[src/rtl/sysctrl_pkg.sv]
// Shared command codes, status magic bytes and helpers for the system-control slave.
package sysctrl_pkg;

  localparam logic [7:0] CMD_STATUS  = 8'h00;
  localparam logic [7:0] CMD_LEDS    = 8'h01;
  localparam logic [7:0] CMD_COLOR   = 8'h02;
  localparam logic [7:0] CMD_BUTTONS = 8'h03;
  localparam logic [7:0] CMD_CFG_WR  = 8'h04;
  localparam logic [7:0] CMD_INT     = 8'h05;
  localparam logic [7:0] CMD_INTMASK = 8'h06;
  localparam logic [7:0] CMD_CFG_RD  = 8'h07;

  localparam logic [7:0] STATUS_MAGIC0 = 8'h5c;
  localparam logic [7:0] STATUS_MAGIC1 = 8'h42;

  // The MCU sends colour bytes LSB-first relative to the ws2812 bit order.
  function automatic logic [7:0] bit_rev8(input logic [7:0] b);
    logic [7:0] r;
    for (int i = 0; i < 8; i++) begin
      r[i] = b[7-i];
    end
    return r;
  endfunction

endpackage

[src/rtl/sysctrl_irq.sv]
// Latched, maskable interrupt channels with per-channel acknowledge pulses.
module sysctrl_irq
  import sysctrl_pkg::*;
#(
  parameter int unsigned NUM_INT = 8
) (
  input  logic               clk_i,
  input  logic               rst_ni,
  input  logic [NUM_INT-1:0] int_i,
  input  logic [NUM_INT-1:0] clr_i,
  input  logic               mask_we_i,
  input  logic [NUM_INT-1:0] mask_wdata_i,
  output logic [NUM_INT-1:0] pending_o,
  output logic [NUM_INT-1:0] mask_o,
  output logic [NUM_INT-1:0] ack_o,
  output logic               irq_no
);

  logic [NUM_INT-1:0] pending_d, pending_q;
  logic [NUM_INT-1:0] mask_d, mask_q;
  logic [NUM_INT-1:0] ack_d, ack_q;
  logic               irq_n_d, irq_n_q;

  // Next state: a new request wins over a same-cycle clear; IRQ follows pending one cycle later.
  always_comb begin
    pending_d = int_i | (pending_q & ~clr_i);
    mask_d    = mask_we_i ? mask_wdata_i : mask_q;
    ack_d     = clr_i;
    irq_n_d   = ~|(pending_q & mask_q);
  end

  // State registers with synchronous active-low reset.
  always_ff @(posedge clk_i) begin
    if (!rst_ni) begin
      pending_q <= '0;
      mask_q    <= '1;
      ack_q     <= '0;
      irq_n_q   <= 1'b1;
    end else begin
      pending_q <= pending_d;
      mask_q    <= mask_d;
      ack_q     <= ack_d;
      irq_n_q   <= irq_n_d;
    end
  end

  assign pending_o = pending_q;
  assign mask_o    = mask_q;
  assign ack_o     = ack_q;
  assign irq_no    = irq_n_q;

endmodule

[src/rtl/sysctrl_gen.sv]
// MCU system-control slave: framed byte command decoder driving LEDs, colour,
// config register file and interrupt control.
module sysctrl_gen
  import sysctrl_pkg::*;
#(
  parameter logic [7:0]           CORE_ID     = 8'h01,
  parameter int unsigned          NUM_LEDS    = 2,
  parameter int unsigned          NUM_BTNS    = 2,
  parameter int unsigned          NUM_INT     = 8,
  parameter int unsigned          NUM_CFG     = 16,
  parameter logic [NUM_CFG*8-1:0] CFG_DEFAULT = '0
) (
  input  logic                 clk,
  input  logic                 reset_n,
  input  logic                 data_in_strobe,
  input  logic                 data_in_start,
  input  logic [7:0]           data_in,
  output logic [7:0]           data_out,
  output logic                 int_out_n,
  input  logic [NUM_INT-1:0]   int_in,
  output logic [NUM_INT-1:0]   int_ack,
  input  logic [NUM_BTNS-1:0]  buttons,
  output logic [NUM_LEDS-1:0]  leds,
  output logic [23:0]          color,
  output logic [NUM_CFG*8-1:0] cfg,
  output logic [NUM_CFG-1:0]   cfg_wr
);

  localparam int unsigned IW       = (NUM_CFG > 2) ? $clog2(NUM_CFG) : 1;
  localparam logic [8:0]  NumCfgW  = 9'(NUM_CFG);
  localparam logic [7:0]  CfgLast  = 8'(NUM_CFG - 1);

  logic [7:0]          cmd_d, cmd_q;
  logic [7:0]          idx_d, idx_q;
  logic [7:0]          ptr_d, ptr_q;
  logic [7:0]          data_out_d, data_out_q;
  logic [NUM_LEDS-1:0] leds_d, leds_q;
  logic [23:0]         color_d, color_q;
  logic [7:0]          cfg_d [NUM_CFG];
  logic [7:0]          cfg_q [NUM_CFG];
  logic [NUM_CFG-1:0]  cfg_wr_d, cfg_wr_q;

  logic                payload;
  logic [7:0]          rd_ptr;
  logic [NUM_INT-1:0]  irq_clr;
  logic                mask_we;
  logic [NUM_INT-1:0]  pending;
  logic [NUM_INT-1:0]  mask;

  // Command decode: start bytes open a frame, payload bytes act by position within it.
  always_comb begin
    cmd_d      = cmd_q;
    idx_d      = idx_q;
    ptr_d      = ptr_q;
    data_out_d = data_out_q;
    leds_d     = leds_q;
    color_d    = color_q;
    cfg_d      = cfg_q;
    cfg_wr_d   = '0;
    irq_clr    = '0;
    mask_we    = 1'b0;
    payload    = data_in_strobe & ~data_in_start & (idx_q != 8'd0);
    // CFG_RD reads at the pointer value this byte leaves behind.
    rd_ptr     = (idx_q == 8'd1) ? data_in : ptr_q + 8'd1;

    if (data_in_strobe && data_in_start) begin
      cmd_d      = data_in;
      idx_d      = 8'd1;
      data_out_d = '0;
    end else if (payload) begin
      data_out_d = '0;
      if (idx_q != 8'hff) begin
        idx_d = idx_q + 8'd1;
      end
      case (cmd_q)
        CMD_STATUS: begin
          case (idx_q)
            8'd1:    data_out_d = STATUS_MAGIC0;
            8'd2:    data_out_d = STATUS_MAGIC1;
            8'd3:    data_out_d = CORE_ID;
            8'd4:    data_out_d = CfgLast;
            default: data_out_d = '0;
          endcase
        end
        CMD_LEDS: begin
          if (idx_q == 8'd1) leds_d = data_in[NUM_LEDS-1:0];
        end
        CMD_COLOR: begin
          case (idx_q)
            8'd1:    color_d[15:8]  = bit_rev8(data_in);
            8'd2:    color_d[7:0]   = bit_rev8(data_in);
            8'd3:    color_d[23:16] = bit_rev8(data_in);
            default: ;
          endcase
        end
        CMD_BUTTONS: begin
          data_out_d[NUM_BTNS-1:0] = buttons;
        end
        CMD_CFG_WR: begin
          if (idx_q == 8'd1) begin
            ptr_d = data_in;
          end else begin
            if ({1'b0, ptr_q} < NumCfgW) begin
              cfg_d[ptr_q[IW-1:0]]    = data_in;
              cfg_wr_d[ptr_q[IW-1:0]] = 1'b1;
            end
            ptr_d = ptr_q + 8'd1;
          end
        end
        CMD_INT: begin
          if (idx_q == 8'd1) irq_clr = data_in[NUM_INT-1:0];
          data_out_d[NUM_INT-1:0] = pending & mask;
        end
        CMD_INTMASK: begin
          if (idx_q == 8'd1) mask_we = 1'b1;
        end
        CMD_CFG_RD: begin
          ptr_d = rd_ptr;
          if ({1'b0, rd_ptr} < NumCfgW) data_out_d = cfg_q[rd_ptr[IW-1:0]];
        end
        default: ;
      endcase
    end
  end

  // Frame, output and config registers; reset drops any frame in progress.
  always_ff @(posedge clk) begin
    if (!reset_n) begin
      cmd_q      <= '0;
      idx_q      <= '0;
      ptr_q      <= '0;
      data_out_q <= '0;
      leds_q     <= '0;
      color_q    <= '0;
      cfg_wr_q   <= '0;
      for (int i = 0; i < NUM_CFG; i++) begin
        cfg_q[i] <= CFG_DEFAULT[8*i +: 8];
      end
    end else begin
      cmd_q      <= cmd_d;
      idx_q      <= idx_d;
      ptr_q      <= ptr_d;
      data_out_q <= data_out_d;
      leds_q     <= leds_d;
      color_q    <= color_d;
      cfg_wr_q   <= cfg_wr_d;
      cfg_q      <= cfg_d;
    end
  end

  sysctrl_irq #(
    .NUM_INT (NUM_INT)
  ) u_irq (
    .clk_i        (clk),
    .rst_ni       (reset_n),
    .int_i        (int_in),
    .clr_i        (irq_clr),
    .mask_we_i    (mask_we),
    .mask_wdata_i (data_in[NUM_INT-1:0]),
    .pending_o    (pending),
    .mask_o       (mask),
    .ack_o        (int_ack),
    .irq_no       (int_out_n)
  );

  for (genvar gi = 0; gi < NUM_CFG; gi++) begin : g_cfg
    assign cfg[8*gi +: 8] = cfg_q[gi];
  end

  assign data_out = data_out_q;
  assign leds     = leds_q;
  assign color    = color_q;
  assign cfg_wr   = cfg_wr_q;

endmodule

[config.mk]
export PLATFORM = sky130hd
export DESIGN_NAME = sysctrl_gen
export DESIGN_NICKNAME = d
export VERILOG_FILES = /design/src/rtl/sysctrl_pkg.sv /design/src/rtl/sysctrl_irq.sv /design/src/rtl/sysctrl_gen.sv
export SDC_FILE = /design/constraint.sdc
export NUM_CORES = 1
export LEC_CHECK = 0
export CORE_ASPECT_RATIO = 1.25
export CORE_MARGIN = 2
export CORE_UTILIZATION = 51
export DETAILED_ROUTE_END_ITERATION = 10
export GPL_ROUTABILITY_DRIVEN = 0
export PLACE_DENSITY_LB_ADDON = 0.3
export SLEW_MARGIN = 20
export SYNTH_ARGS = -nofsm -noshare
export SYNTH_HDL_FRONTEND = slang
export SYNTH_SLANG_ARGS = --single-unit
[constraint.sdc]
create_clock -name clk -period 3.5 [get_ports clk]
set_clock_uncertainty 0.05 [all_clocks]
set_input_delay 0.7 -clock clk [delete_from_list [all_inputs] [get_ports clk]]
set_output_delay 0.7 -clock clk [all_outputs]
set_load 0.01 [all_outputs]
; ---- Yosys cells after proc, flatten, opt, wreduce, memory -nomap -nowiden
; Index checks and enable logic that the tools add are counted.
[totals]
reg_bits = 227
output_inout_bits = 187
[op_classes]
addsub = 2
order_cmp = 7
n_eq_ne = 12
mux = 24
bitwise_logic = 15
n_reduce_logical = 20
[ops]
columns = cell, n
row1 = 128-bit bitwise mux, 1
row2 = 8-bit 2-to-1 mux, 9
row3 = 8-bit by 3-bit equality test with 1-bit output (second input constant), 5
row4 = 8-bit binary-select mux with 4-bit select, 1
row5 = 8-bit demux with 4-bit select, 1
row6 = 8-bit by 2-bit equality test with 1-bit output (second input constant), 4
row7 = 7-bit case mux with 4 select lines, 1
row8 = 6-bit case mux with 3 select lines, 1
row9 = 8-bit by 1-bit adder with 8-bit output (second input constant), 2
row10 = 8-bit AND, 2
row11 = 8-bit by 1-bit equality test with 1-bit output (second input constant), 2
row12 = 8-bit by 5-bit less-than comparator with 1-bit output (second input constant), 2
row13 = 4-bit AND reduction, 4
row14 = 5-bit greater-or-equal comparator (second input constant), 2
row15 = 4-bit inverter with 5-bit output, 2
row16 = 8-bit logical NOT, 1
row17 = 1-bit 2-to-1 mux, 8
row18 = 8-bit inequality test (second input constant), 1
row19 = 8-bit inverter, 1
row20 = 8-bit OR, 1
row21 = 2-bit case mux with 4 select lines, 1
row22 = 8-bit nonzero test, 1
row23 = 8-bit OR reduction, 1
row24 = 1-bit inverter, 7
row25 = 13 further kinds, 19

; ---- Longest topological paths before layout
; Gate-level depths: netlist of the first run.
[logic_depth]
ltp_word = 8
mapped_depth = 12
depth_no_buf = 9

; ---- Hierarchy
; A second synthesis of the first run with hierarchy kept.
[hier_totals]
cells_unflattened = 1199
hier_area_um2 = 10146.0
[modules_own_cells]
columns = module, instances, cells_per_inst, area_each_um2
row1 = sysctrl_gen, 1, 1126, 9308.9
row2 = sysctrl_irq, 1, 73, 837.1

; ---- Least setup slack after synthesis of the first run
; OpenSTA, ideal clock, no wires.
[synth_timing]
kind = reg2reg
start = register idx_q[0]
end = register data_out_q[1], in the netlist data_out[1]
arrival_time_ps = 2639
slack_ps = 695
stages_incl_launch_ff = 12
synth_period_minus_slack_ps = 2805
path_cell_list = dfxtp_1 -> ha_1 -> or4b_1 -> buf_2 -> or3_1 -> buf_6 -> nand2_8 -> buf_6 -> mux2_2 -> o221ai_1 -> o221ai_1 -> a22o_1
[synth_between]
elab_chain_len = 8
word_cells_on_any_way = 15
cone_classes = 1 x order compare / 4 x eq/ne / 7 x mux / 2 x bitwise / 1 x reduce/logical
[synth_lines]
columns = element, line_no
row1 = "start, declared", sysctrl_gen.sv:34  ; logic [7:0] idx_d, idx_q;
row2 = "start signal, assigned", sysctrl_gen.sv:141  ; idx_q <= idx_d;
row3 = 8-bit by 1-bit equality test with 1-bit output, "sysctrl_gen.sv:64, sysctrl_gen.sv:77"
row4 = 8-bit 2-to-1 mux, sysctrl_gen.sv:64  ; rd_ptr = (idx_q == 8'd1) ? data_in : ptr_q + 8'd1;
row5 = 4-bit inverter with 5-bit output (not written as such), sysctrl_gen.sv:119  ; if ({1'b0, rd_ptr} < NumCfgW) data_out_d = cfg_q[rd_ptr[IW-1:0]];
row6 = 8-bit binary-select mux with 4-bit select, sysctrl_gen.sv:119
row7 = 8-bit 2-to-1 mux (not written as such) (2 in series), sysctrl_gen.sv:119
row8 = 8-bit 2-to-1 mux, sysctrl_gen.sv:119
row9 = 2-bit case mux with 4 select lines, sysctrl_gen.sv:75  ; case (cmd_q)
row10 = "end signal, assigned", sysctrl_gen.sv:143  ; data_out_q <= data_out_d;
row11 = "end, declared", sysctrl_gen.sv:36  ; logic [7:0] data_out_d, data_out_q;
; Several ways; a longest one is shown, not always the timed one. The select of a mux whose other input is x is not followed.
; A chain may end at the register's enable or synchronous reset.

; ---- Final worst setup path of the first run
[layout_timing]
start = register idx_q[0]
end = register data_out_q[2], in the netlist data_out[2]
[layout_between]
elab_chain_len = 8
word_cells_on_any_way = 15
cone_classes = 1 x order compare / 4 x eq/ne / 7 x mux / 2 x bitwise / 1 x reduce/logical
[layout_lines]
columns = element, line_no
row1 = 8-bit by 1-bit equality test with 1-bit output, "sysctrl_gen.sv:64, sysctrl_gen.sv:77"
row2 = 8-bit 2-to-1 mux, sysctrl_gen.sv:64
row3 = 4-bit inverter with 5-bit output (not written as such), sysctrl_gen.sv:119
row4 = 8-bit binary-select mux with 4-bit select, sysctrl_gen.sv:119
row5 = 8-bit 2-to-1 mux (not written as such) (2 in series), sysctrl_gen.sv:119
row6 = 8-bit 2-to-1 mux, sysctrl_gen.sv:119
row7 = 6-bit case mux with 3 select lines, sysctrl_gen.sv:75
; Several ways; a longest one is shown, not always the timed one. The select of a mux whose other input is x is not followed.

==> results of run 1 <==
repair_timing:
action	CTS	global route
endpoints found under the hold margin	0	0
hold buffers	0	0
setup endpoints to repair	1	2
resized for setup	1	2
sequential cells by signal, summed over array words and instances (netlist names):
register,flops
ptr_q,8
cfg_wr,16
cmd_q,8
u_irq.pending_o,8
color,24
u_irq.mask_o,8
leds,2
idx_q,8
u_irq.ack_o,8
u_irq.irq_no,1
cfg,128
data_out,8
where the power goes:
group | switching [mW] | internal (mW) | total, mW
clock | 1.03 | 1.42 | 2.45
combinational | 0.223 | 0.109 | 0.332
sequential | 0.0132 | 2.60 | 2.61
total | 1.26 | 4.12 | 5.39
per-layer routing:
metal	vias to the layer above	share of wire [%]	track usage, %
li1	4414	-	-
met1	4470	40	40.16
met2	538	46	47.72
met3	94	9.1	6.082
met4	0	4.4	12.74
met5	-	0	0
worst min-delay path: cells and delay by family (launching register included):
family             cells  cell delay, ns
and+or+nand+nor        1            0.05
DFF                    1            0.30
AOI/OAI and AO/OA      1            0.05
through the flow:
stage	hold WS (ns)	total power [mW]	util, %
2_1_floorplan	0.3808	2.865	-
3_3_place_gp	0.3895	2.984	64.52
3_5_place_dp	0.3924	2.987	64.52
4_1_cts	0.4011	5.388	68.49
5_1_grt	0.4404	5.517	68.55
6_report	0.4014	5.387	68.55
cells by family (layout without fill, tap and decap cells):
kind of cell / after synthesis / count (layout) / share of synthesized area, %
simple gates: 444 / 444 / 21.33
compound gates: 255 / 255 / 15.01
flops: 227 / 227 / 46.36
mux: 101 / 101 / 10.98
buf+inv: 97 / 297 / 4.327
xor+xnor: 11 / 11 / 0.9827
fa+ha+maj: 8 / 8 / 1.021
how the worst max path moves through the flow:
| stage | end | slack [ns] | cells after the start |
|---|---|---|---|
| finish | data_out[2] | 0.24 | 9 |
| detailed placement | data_out[7] | 0.004 | 9 |
| CTS | data_out[7] | 0.13 | 9 |
| global route | data_out[5] | 0.08 | 8 |
| global placement | data_out[7] | 0.02 | 9 |
| floorplan | data_out[1] | 0.69 | 11 |
area by class of cell:
class | instances | area share, %
multi-input cells | 819 | 37.69
flip-flops and latches | 227 | 35.30
repair buffers | 249 | 18.72
clock buffers | 29 | 4.879
well taps | 232 | 2.255
clock inverters | 11 | 0.9040
inverters | 8 | 0.2430
cell usage in the layout, fill, tap and decap left out, types with 3 or more instances in the layout:
cell                              count
sky130_fd_sc_hd__a211oi_1             9
sky130_fd_sc_hd__a21boi_0             3
sky130_fd_sc_hd__a21oi_1             95
sky130_fd_sc_hd__a22oi_1              3
sky130_fd_sc_hd__a31oi_1              8
sky130_fd_sc_hd__and3_1              20
sky130_fd_sc_hd__buf_4               39
sky130_fd_sc_hd__clkbuf_1             3
sky130_fd_sc_hd__clkbuf_16           23
sky130_fd_sc_hd__clkbuf_8             3
sky130_fd_sc_hd__clkdlybuf4s50_1    207
sky130_fd_sc_hd__clkinv_2             6
sky130_fd_sc_hd__clkinvlp_4           3
sky130_fd_sc_hd__dfxtp_1            227
sky130_fd_sc_hd__ha_1                 8
sky130_fd_sc_hd__inv_1                7
sky130_fd_sc_hd__mux2_1               4
sky130_fd_sc_hd__mux2_2              48
sky130_fd_sc_hd__mux2i_1             49
sky130_fd_sc_hd__nand2_1            145
sky130_fd_sc_hd__nand2_2              3
sky130_fd_sc_hd__nand2b_1             4
sky130_fd_sc_hd__nand3_1            122
sky130_fd_sc_hd__nand4_1              6
sky130_fd_sc_hd__nor2_1              87
sky130_fd_sc_hd__nor2b_1              6
sky130_fd_sc_hd__nor3_1              14
sky130_fd_sc_hd__o21ai_0             84
sky130_fd_sc_hd__o221ai_1             3
sky130_fd_sc_hd__o22ai_1             24
sky130_fd_sc_hd__o31a_1               4
sky130_fd_sc_hd__or3_1               16
sky130_fd_sc_hd__xnor2_1              6
sky130_fd_sc_hd__xor2_1               5
==> results.ini, run 1 <==
[outcome]
status = finished clean

[clock_tree]
clockRootBuffer = sky130_fd_sc_hd__clkbuf_16
cts_setup_buffers = 0
cts-buffers-inserted = 23
h-tree-depth = 1
worst_skew_pair.late_latency_ns = 0.51
cts_buffer_depth = 3
clk_transition_reported_paths_ns = 0.06
clkSinkCount = 227
cts_tree = built

[setup_path]
critical_path_class = flip-flop to flip-flop
crit_required_ns = 3.84
cp_num_buf_inv = 1
worst_path_max_delay_cell = sky130_fd_sc_hd__or4b_1
worst-path-max-fanout = 15
critPathMostFrequentCell = sky130_fd_sc_hd__or3_1
cp-end-kind = flip-flop
worst_setup_path_start_kind = flip-flop
regToRegStartpoint = idx_q[0]
r2r_cells = 9
critical_path.max_stage_delay_ns = 0.60
crit-reg2reg-capture = data_out[2]
critical_path.top_delay_family = simple AND/OR/NAND/NOR gates
worstPathArrival_ns = 3.60
critPathLaunch = idx_q[0]
critical_path.cell_chain = ha_1, or4b_1, or3_1, nand2_8, buf_4, mux2_2, o22ai_1, or3_1, a31oi_1
reg2reg_slack_ns = 0.24

[synthesis]
synth.net_count = 1173
synth.ff_latch_count = 227
yosysSeqAreaShare_pct = 46.36
syn-mean-instance-area_um2 = 8.577
synth.lib_cells_used.distinct = 60
synth_area_um2 = 9803
yosysMostFrequentCell = sky130_fd_sc_hd__dfxtp_1
synth_edf_count = 0
warnings_from_yosys = 0
synth_top_cells_by_count = sky130_fd_sc_hd__dfxtp_1, sky130_fd_sc_hd__nand2_1, sky130_fd_sc_hd__nand3_1, sky130_fd_sc_hd__a21oi_1, sky130_fd_sc_hd__nor2_1
dominant_register_cell_in_the_synthesized_netlist = sky130_fd_sc_hd__dfxtp_1
synth_largest_area_cell = sky130_fd_sc_hd__dfxtp_1
postSynth.asyncResetShare_pct = 0
syn_inst = 1143
synth_largest_type_area_fraction_pct = 46.36
synth_area_leaders = sky130_fd_sc_hd__dfxtp_1, sky130_fd_sc_hd__nand3_1, sky130_fd_sc_hd__nand2_1

[route]
drt-total-wl_um = 31920
route.detailed.vias_per_inst = 6.042
initial_drc_count = 1153
drtPass1Iterations = 5
drt.antenna.violating_nets = 0
wl_per_cell_um = 20.26
route.vias.total = 9516
total_drc_errors_in_the_routed_layout = 0

[cells_and_area]
post_route_cells_drive_above_1_share_pct = 10.50
multi_input_area_um2 = 4852
antenna_fix_cells = 0
layout.area.seq_um2 = 4544
design_area_um2 = 12870
design.final.nets = 1358
areaGrowthSynthToFinish_pct = 31.31
layout.filler_cells = 1485
final_cells = 1575

[die]
fp.dieH_um = 159.0
boundaryPins = 209
fp.dieW_um = 128.0
coreArea_um2 = 18780
fp.dieArea_um2 = 20350
placement_rows = 56
floorplan.initialDensity_pct = 52.21

[sta]
achievable-frequency_mhz = 306.7
fin_setup_tns_ns = 0
unrepaired_setup_endpoints_after_global_routing = no
layout_worst_path_cycle_share_pct = 93.17
setup_ws_ns = 0.2392
timing.final.hold_violations = 0
period_minus_slack_ns = 3.261
worst_slew_margin_rel_pct = 36.79
setup_viol_count_final = 0
timing_max_transition_violations_final = 0
worstMarginPinSlew_ns = 0.9481

[grt]
grt-ovfl-total = 0
grt_usage_pct = 30.17
grt_pass1_vias = 8748
antenna_found_initial = 0
grt_start_max_net_pins = 73
grt_first_pass_wirelength_um = 49170

[hold_path]
hold-path-cell-count = 2
hold_path_startpoint = cmd_q[4]
hold_path_end = cmd_q[4]
hold_path.class = flip-flop to flip-flop

[power]
leakage_power_summed_over_all_cells_nw = 4.795
vdd_drop_max_mv = 0.3793
total_power_per_unit_cell_area_nw_per_um2 = 418.5

[place]
pre_cts_ws_ns = 0.004483
io_buffer_count = 208
total_instance_count_after_detailed_placement = 1535
dpl-instance-area_um2 = 12120
dp_hpwl_um = 21850

[flow_run]
cap_viol_max_count = 0

Power figures use the tool's default switching activity.
==> inputs of run 2 (changes only) <==
--- a/config.mk
+++ b/config.mk
@@ -7,7 +7,7 @@
 export LEC_CHECK = 0
 export CORE_ASPECT_RATIO = 1.25
 export CORE_MARGIN = 2
-export CORE_UTILIZATION = 51
+export CORE_UTILIZATION = 46
 export DETAILED_ROUTE_END_ITERATION = 10
 export GPL_ROUTABILITY_DRIVEN = 0
 export PLACE_DENSITY_LB_ADDON = 0.3
==> constraint.sdc (replaced) <==
create_clock -name clk -period 2.8 [get_ports clk]
set_clock_uncertainty 0.05 [all_clocks]
set_input_delay 0.56 -clock clk [delete_from_list [all_inputs] [get_ports clk]]
set_output_delay 0.56 -clock clk [all_outputs]
set_load 0.01 [all_outputs]
==> run 2 against run 1 <==
The flow now finishes with violations (negative setup slack). Cell area rose by 6.4%. Clock-buffer cell count fell by 1. Via count rose by 3.7%. First-iteration DRC count fell by 13%. Setup slack got worse by 0.31 ns. Sequential power rose by 25%. Critical path depth rose by 1. Fmax rose by 14%. Critical path type unchanged. Critical endpoint is now data_out[7]. Highest routed layer is now met5.
==> results.ini, run 2 (synthesis results as in run 1) <==
[clock_tree]
cts-buffers-inserted = 23  ; unchanged
clockRootBuffer = sky130_fd_sc_hd__clkbuf_16
clk_transition_reported_paths_ns = 0.07  ; about the same
cts_tree = built
cts_buffer_depth = 3  ; unchanged
clkSinkCount = 227  ; unchanged
worst_skew_pair.late_latency_ns = 0.53  ; +0.02 ns
cts_hold_buf = 0  ; unchanged
h-tree-depth = 1  ; unchanged

[power]
total_power_per_unit_cell_area_nw_per_um2 = 500.1  ; +20%
pwr-share-seq_pct = 47.5  ; -0.9 points
internal-power_mw = 5.167  ; +25%
pwr-share-clk_pct = 45.4  ; about the same
share_comb_of_total_power_pct = 7.1  ; +0.9 points
leakage_power_summed_over_all_cells_nw = 5.222  ; +8.9%
power.switching_mw = 1.685  ; +33%
netSwitchingFraction_pct = 24.59  ; +1.1 points
vdd_drop_max_mv = 0.6270  ; +65%

[flow_run]
cap_viol_max_count = 0  ; unchanged

[sta]
worst_slew_margin_rel_pct = 41.41  ; +4.6 points
layout_worst_path_cycle_share_pct = 102.6  ; +9.4 points
achievable-frequency_mhz = 348.1  ; +14%
setup_viol_count_final = 4  ; +4
timing_max_transition_violations_final = 0  ; unchanged
fin_setup_tns_ns = -0.1791  ; -0.1791 ns
setup_ws_ns = -0.07235  ; -0.3116 ns
worstMarginPinSlew_ns = 0.8789  ; -0.06923 ns
unrepaired_setup_endpoints_after_global_routing = yes
timing.final.hold_violations = 0  ; unchanged
period_minus_slack_ns = 2.872  ; -0.3884 ns

[cells_and_area]
most-common-layout-cells = sky130_fd_sc_hd__dfxtp_1, sky130_fd_sc_hd__clkdlybuf4s50_1, sky130_fd_sc_hd__nand2_1, sky130_fd_sc_hd__nand3_1, sky130_fd_sc_hd__a21oi_1
max_ffs_per_register = 128  ; unchanged
post_route_cells_drive_above_1_share_pct = 15.68  ; +5.2 points
areaGrowthSynthToFinish_pct = 39.74
antenna_fix_cells = 0  ; unchanged
fin_util_pct = 65.57  ; -3.0 points
design.final.nets = 1423  ; +4.8%
final_common_cell = sky130_fd_sc_hd__dfxtp_1

[route]
top_signal_layer_used = met5
drt.antenna.violating_nets = 0  ; unchanged
drt-total-wl_um = 34290  ; +7.4%
wl_per_cell_um = 20.37  ; +0.54%
route.vias.total = 9867  ; +3.7%
drtPass1Iterations = 8  ; +3
total_drc_errors_in_the_routed_layout = 0  ; unchanged
dr_wl_met3_um = 3184  ; +9.2%
route.detailed.vias_per_inst = 5.863  ; -3.0%
detail_route.wirelength.met1_um = 13580  ; +5.5%
initial_drc_count = 1000  ; -13%
detail_route_met2_wl_um = 15910  ; +8.0%

[setup_path]
cp-end-kind = flip-flop
regToRegStartpoint = idx_q[1]
critical_path_class = flip-flop to flip-flop
worst-path-max-fanout = 8  ; -7
r2r_cells = 10  ; +1
critPathCapture = data_out[7]
crit-reg2reg-capture = data_out[7]
critPathLaunch = idx_q[1]
worstPathArrival_ns = 3.28  ; -0.32 ns
worst_setup_path_start_kind = flip-flop
crit_required_ns = 3.21  ; -0.63 ns
reg2reg_slack_ns = -0.07  ; -0.31 ns

[die]
floorplan.initialDensity_pct = 46.92  ; -5.3 points
boundaryPins = 209  ; unchanged
placement_rows = 59  ; +5.4%
fp.dieH_um = 167.2  ; +5.2%
fp.dieW_um = 134.6  ; +5.1%
fp.dieArea_um2 = 22500  ; +11%
coreArea_um2 = 20890  ; +11%

[outcome]
violated_checks = negative setup slack
status = finished, violations left

[grt]
grt_start_max_net_pins = 75  ; +2.7%
grt_first_pass_wirelength_um = 52010  ; +5.8%
grt_pass1_vias = 9261  ; +5.9%
grt-ovfl-total = 0  ; unchanged
antenna_found_initial = 1  ; +1
grt_usage_pct = 29.25  ; -0.92 points

[place]
io_buffer_count = 208  ; unchanged
dp_hpwl_um = 24390  ; +12%

[hold_path]
hold_path.class = primary input to flip-flop

-- run 2: cell types whose count changed in the layout (fill, tap and decap cells not counted), sizes merged --
| cell | delta |
|---|---|
| buf | +64 |
| inv | +4 |
| bufinv | -1 |
| clkinv | -1 |
-- run 2: final cells by class --
class,instances,area (µm²)
repair buffers,314,3107
fillers,1703,7192
inverters,8,31.28
flip-flops and latches,227,4547
multi-input cells,819,4913
clock buffers,28,634.4
clock inverters,13,123.9
well taps,274,342.8
-- run 2: worst min path at each step --
| stage | start | to | slack [ns] | cells past startpoint |
|---|---|---|---|---|
| floorplan | cmd_q[5] | cmd_q[5] | 0.38 | 2 |
| global placement | cmd_q[7] | cmd_q[7] | 0.39 | 2 |
| detailed placement | cmd_q[4] | cmd_q[4] | 0.40 | 2 |
| CTS | reset_n | u_irq.mask_o[7] | 0.35 | 2 |
| global route | reset_n | u_irq.mask_o[5] | 0.38 | 2 |
| finish | reset_n | u_irq.mask_o[1] | 0.36 | 2 |
-- run 2: stage by stage --
step	std cells	setup slack (ns)	hold slack, ns	instance area, µm²	power [mW]
after floorplan	1143	0.002614	0.3808	9807	3.582
after global placement	1641	-0.1251	0.3897	12830	3.777
after detailed placement	1641	-0.1752	0.4022	12830	3.782
after CTS	1682	-0.01539	0.3518	13600	6.839
after global routing	1683	-0.08641	0.3778	13700	7.021
final	1683	-0.07235	0.3616	13700	6.852
-- run 2: timing repair --
item / in CTS / in global routing
pin swaps: 1 / 9
resized for setup: 3 / 17
buffers inserted: 0 / 1
setup endpoints to repair: 8 / 8
cloned: 0 / 1
-- run 2: critical path: stages (launching register included) --
cell                        delay (ns)
sky130_fd_sc_hd__dfxtp_2          0.32
sky130_fd_sc_hd__inv_2            0.07
sky130_fd_sc_hd__ha_4             0.14
sky130_fd_sc_hd__or4b_4           0.52
sky130_fd_sc_hd__or3_4            0.45
sky130_fd_sc_hd__nand2_8          0.13
sky130_fd_sc_hd__buf_4            0.12
sky130_fd_sc_hd__mux2_2           0.15
sky130_fd_sc_hd__o22ai_2          0.08
sky130_fd_sc_hd__a2111oi_1        0.56
sky130_fd_sc_hd__o31a_1           0.21
-- run 2: power groups by stage --
stage	Sequential [mW]	Clock, mW	Combinational [mW]
global placement	3.33	0	0.448
detailed placement	3.33	0	0.452
finish	3.26	3.11	0.485
CTS	3.26	3.13	0.457
global route	3.26	3.25	0.509
floorplan	3.33	0	0.255
-- run 2: layer usage --
layer,up-vias,GRT usage (%)
li1,4557,-
met1,4626,37.35
met2,564,47.65
met3,118,5.662
met4,2,13.55
met5,-,0
==> inputs of run 3 (changes only) <==
--- a/config.mk
+++ b/config.mk
@@ -5,7 +5,7 @@
 export SDC_FILE = /design/constraint.sdc
 export NUM_CORES = 1
 export LEC_CHECK = 0
-export CORE_ASPECT_RATIO = 1.25
+export CORE_ASPECT_RATIO = 1.2
 export CORE_MARGIN = 2
 export CORE_UTILIZATION = 46
 export DETAILED_ROUTE_END_ITERATION = 10
==> run 3 against run 2 <==
The flow now finishes without violations. Critical path depth unchanged. Utilization down 0.41 points. First-iteration DRC count up 1.4%. Fmax up 4.3%. Sequential share of layout area up 0.079 points. Routed wire length about the same. Cell count down 0.12%. Cell area down 0.24%. Setup slack better by 0.12 ns. Highest routed layer is now met4.
==> results.ini, run 3 (synthesis results as in run 1) <==
[route]
wl_per_cell_um = 20.40  ; +0.15%
drt.antenna.violating_nets = 0  ; unchanged
total_drc_errors_in_the_routed_layout = 0  ; unchanged
drtPass1Iterations = 5  ; -3
initial_drc_count = 1014  ; +1.4%
route.detailed.vias_per_inst = 5.907  ; +0.75%
route.vias.total = 9929  ; +0.63%
drt-total-wl_um = 34300  ; about the same

[hold_path]
hold_path_end = u_irq.mask_o[7]
hold_path.class = primary input to flip-flop
hold_path_startpoint = reset_n
hold-path-cell-count = 2  ; unchanged

[clock_tree]
cts_tree = built
clockRootBuffer = sky130_fd_sc_hd__clkbuf_16
worst_skew_pair.late_latency_ns = 0.51  ; -0.02 ns
clk_transition_reported_paths_ns = 0.06  ; about the same
clkSinkCount = 227  ; unchanged
h-tree-depth = 1  ; unchanged
cts-buffers-inserted = 23  ; unchanged
cts_buffer_depth = 3  ; unchanged

[cells_and_area]
design.final.nets = 1430  ; +0.49%
max_ffs_per_register = 128  ; unchanged
antenna_fix_cells = 0  ; unchanged
most-common-layout-cells = sky130_fd_sc_hd__dfxtp_1, sky130_fd_sc_hd__clkdlybuf4s50_1, sky130_fd_sc_hd__nand2_1, sky130_fd_sc_hd__nand3_1, sky130_fd_sc_hd__buf_4
areaGrowthSynthToFinish_pct = 39.41
post_route_cells_drive_above_1_share_pct = 15.95  ; +0.26 points
final_common_cell = sky130_fd_sc_hd__dfxtp_1

[die]
coreArea_um2 = 20970  ; +0.39%
placement_rows = 58  ; -1.7%
floorplan.initialDensity_pct = 46.74  ; -0.18 points
fp.dieArea_um2 = 22500  ; about the same
boundaryPins = 209  ; unchanged
fp.dieH_um = 163.9  ; -2.0%
fp.dieW_um = 137.3  ; +2.0%

[power]
internal-power_mw = 5.209  ; +0.80%
pwr-share-clk_pct = 44.7  ; -0.7 points
vdd_drop_max_mv = 0.4915  ; -22%
netSwitchingFraction_pct = 22.88  ; -1.7 points
power.switching_mw = 1.545  ; -8.3%
leakage_power_summed_over_all_cells_nw = 5.236  ; +0.26%
total_power_per_unit_cell_area_nw_per_um2 = 494.2  ; -1.2%
share_comb_of_total_power_pct = 7.1  ; about the same
pwr-share-seq_pct = 48.2  ; +0.7 points
finalPower_mw = 6.754  ; -1.4%

[sta]
worst_slew_margin_rel_pct = 56.14  ; +15 points
timing.final.hold_violations = 0  ; unchanged
setup_viol_count_final = 0  ; -4
period_minus_slack_ns = 2.754  ; -0.1180 ns
timing_max_transition_violations_final = 0  ; unchanged
hold_slack_ns = 0.3743  ; +0.01262 ns
unrepaired_setup_endpoints_after_global_routing = yes
worstMarginPinSlew_ns = 0.6579  ; -0.2210 ns
achievable-frequency_mhz = 363.1  ; +4.3%
layout_worst_path_cycle_share_pct = 98.37  ; -4.2 points
fin_setup_tns_ns = 0  ; +0.1791 ns

[setup_path]
crit_required_ns = 3.20  ; about the same
reg2reg_slack_ns = 0.05  ; +0.12 ns
worst-path-max-fanout = 22  ; +14
worst_setup_path_start_kind = flip-flop
worstPathArrival_ns = 3.15  ; -0.13 ns
critical_path_class = flip-flop to flip-flop
r2r_cells = 10  ; unchanged
crit-reg2reg-capture = data_out[1]
cp-end-kind = flip-flop
regToRegStartpoint = idx_q[1]

[grt]
grt-ovfl-total = 0  ; unchanged
grt_pass1_vias = 9186  ; -0.81%
antenna_found_initial = 0  ; -1
grt_first_pass_wirelength_um = 52030  ; about the same
grt_start_max_net_pins = 76  ; +1.3%
grt_usage_pct = 29.66  ; +0.41 points

[outcome]
status = finished clean

[flow_run]
cap_viol_max_count = 0  ; unchanged

[place]
dp_hpwl_um = 24610  ; +0.89%
io_buffer_count = 208  ; unchanged

run 3: cell types whose count changed in the layout (fill, tap and decap cells not counted), sizes merged:
| cell | delta |
|---|---|
| inv | -4 |
| bufinv | +1 |
| clkbuf | +1 |
| buf | +8 |
| clkinvlp | -2 |
| clkinv | -2 |
run 3: worst max-delay path: stages (launching register included):
cell,delay [ns]
sky130_fd_sc_hd__dfxtp_2,0.32
sky130_fd_sc_hd__inv_2,0.07
sky130_fd_sc_hd__ha_4,0.13
sky130_fd_sc_hd__or4b_4,0.51
sky130_fd_sc_hd__or3_4,0.39
sky130_fd_sc_hd__nand2_8,0.11
sky130_fd_sc_hd__buf_12,0.18
sky130_fd_sc_hd__mux2i_1,0.10
sky130_fd_sc_hd__a2111o_1,0.46
sky130_fd_sc_hd__o221ai_1,0.21
sky130_fd_sc_hd__a22o_1,0.15
run 3: cell type report:
class                           instances  area (µm²)
Fill cell                            1724        7306
Multi-Input combinational cell        819        4923
Sequential cell                       227        4547
Timing Repair Buffer                  321        3103
Clock buffer                           30       641.9
Tap cell                              270       337.8
Clock inverter                          6       82.58
Inverter                                8       31.28
run 3: worst max-delay path by stage:
stage | from | to | slack, ns
after global placement | idx_q[1] | data_out[3] | -0.16
after floorplan | idx_q[1] | data_out[1] | 0.003
after CTS | idx_q[1] | data_out[1] | -0.002
final | idx_q[1] | data_out[1] | 0.05
after global routing | idx_q[1] | data_out[3] | -0.07
after detailed placement | idx_q[1] | data_out[1] | -0.22
run 3: power by group through the flow:
| stage | clock network, mW | registers, mW | logic [mW] |
|---|---|---|---|
| 2_1_floorplan | 0 | 3.33 | 0.255 |
| 6_report | 3.02 | 3.26 | 0.480 |
| 3_5_place_dp | 0 | 3.33 | 0.441 |
| 3_3_place_gp | 0 | 3.33 | 0.437 |
| 5_1_grt | 3.17 | 3.26 | 0.505 |
| 4_1_cts | 3.03 | 3.26 | 0.448 |
run 3: layer usage:
metal	global-route usage (%)	part of all wire, %	up-vias
li1	-	-	4558
met1	41.24	40	4645
met2	45.68	45	625
met3	4.444	10	101
met4	12.75	4.2	0
met5	0	0	-
run 3: per-stage QoR:
step                      cell area [µm²]  utilization [%]  setup WS, ns  cells
after detailed placement            12800            61.02       -0.2236   1642
after global routing                13670            65.17      -0.06714   1681
after global placement              12800            61.02       -0.1552   1642
after floorplan                      9807                -      0.002614   1143
final                               13670            65.17       0.04567   1681
after CTS                           13560            64.63     -0.001702   1678
run 3: timing repair:
item,CTS,global route
cloned,0,0
hold buffers,0,0
setup endpoints to repair,8,30
pin swaps,1,7
setup buffers,0,3
gates resized for setup,7,22
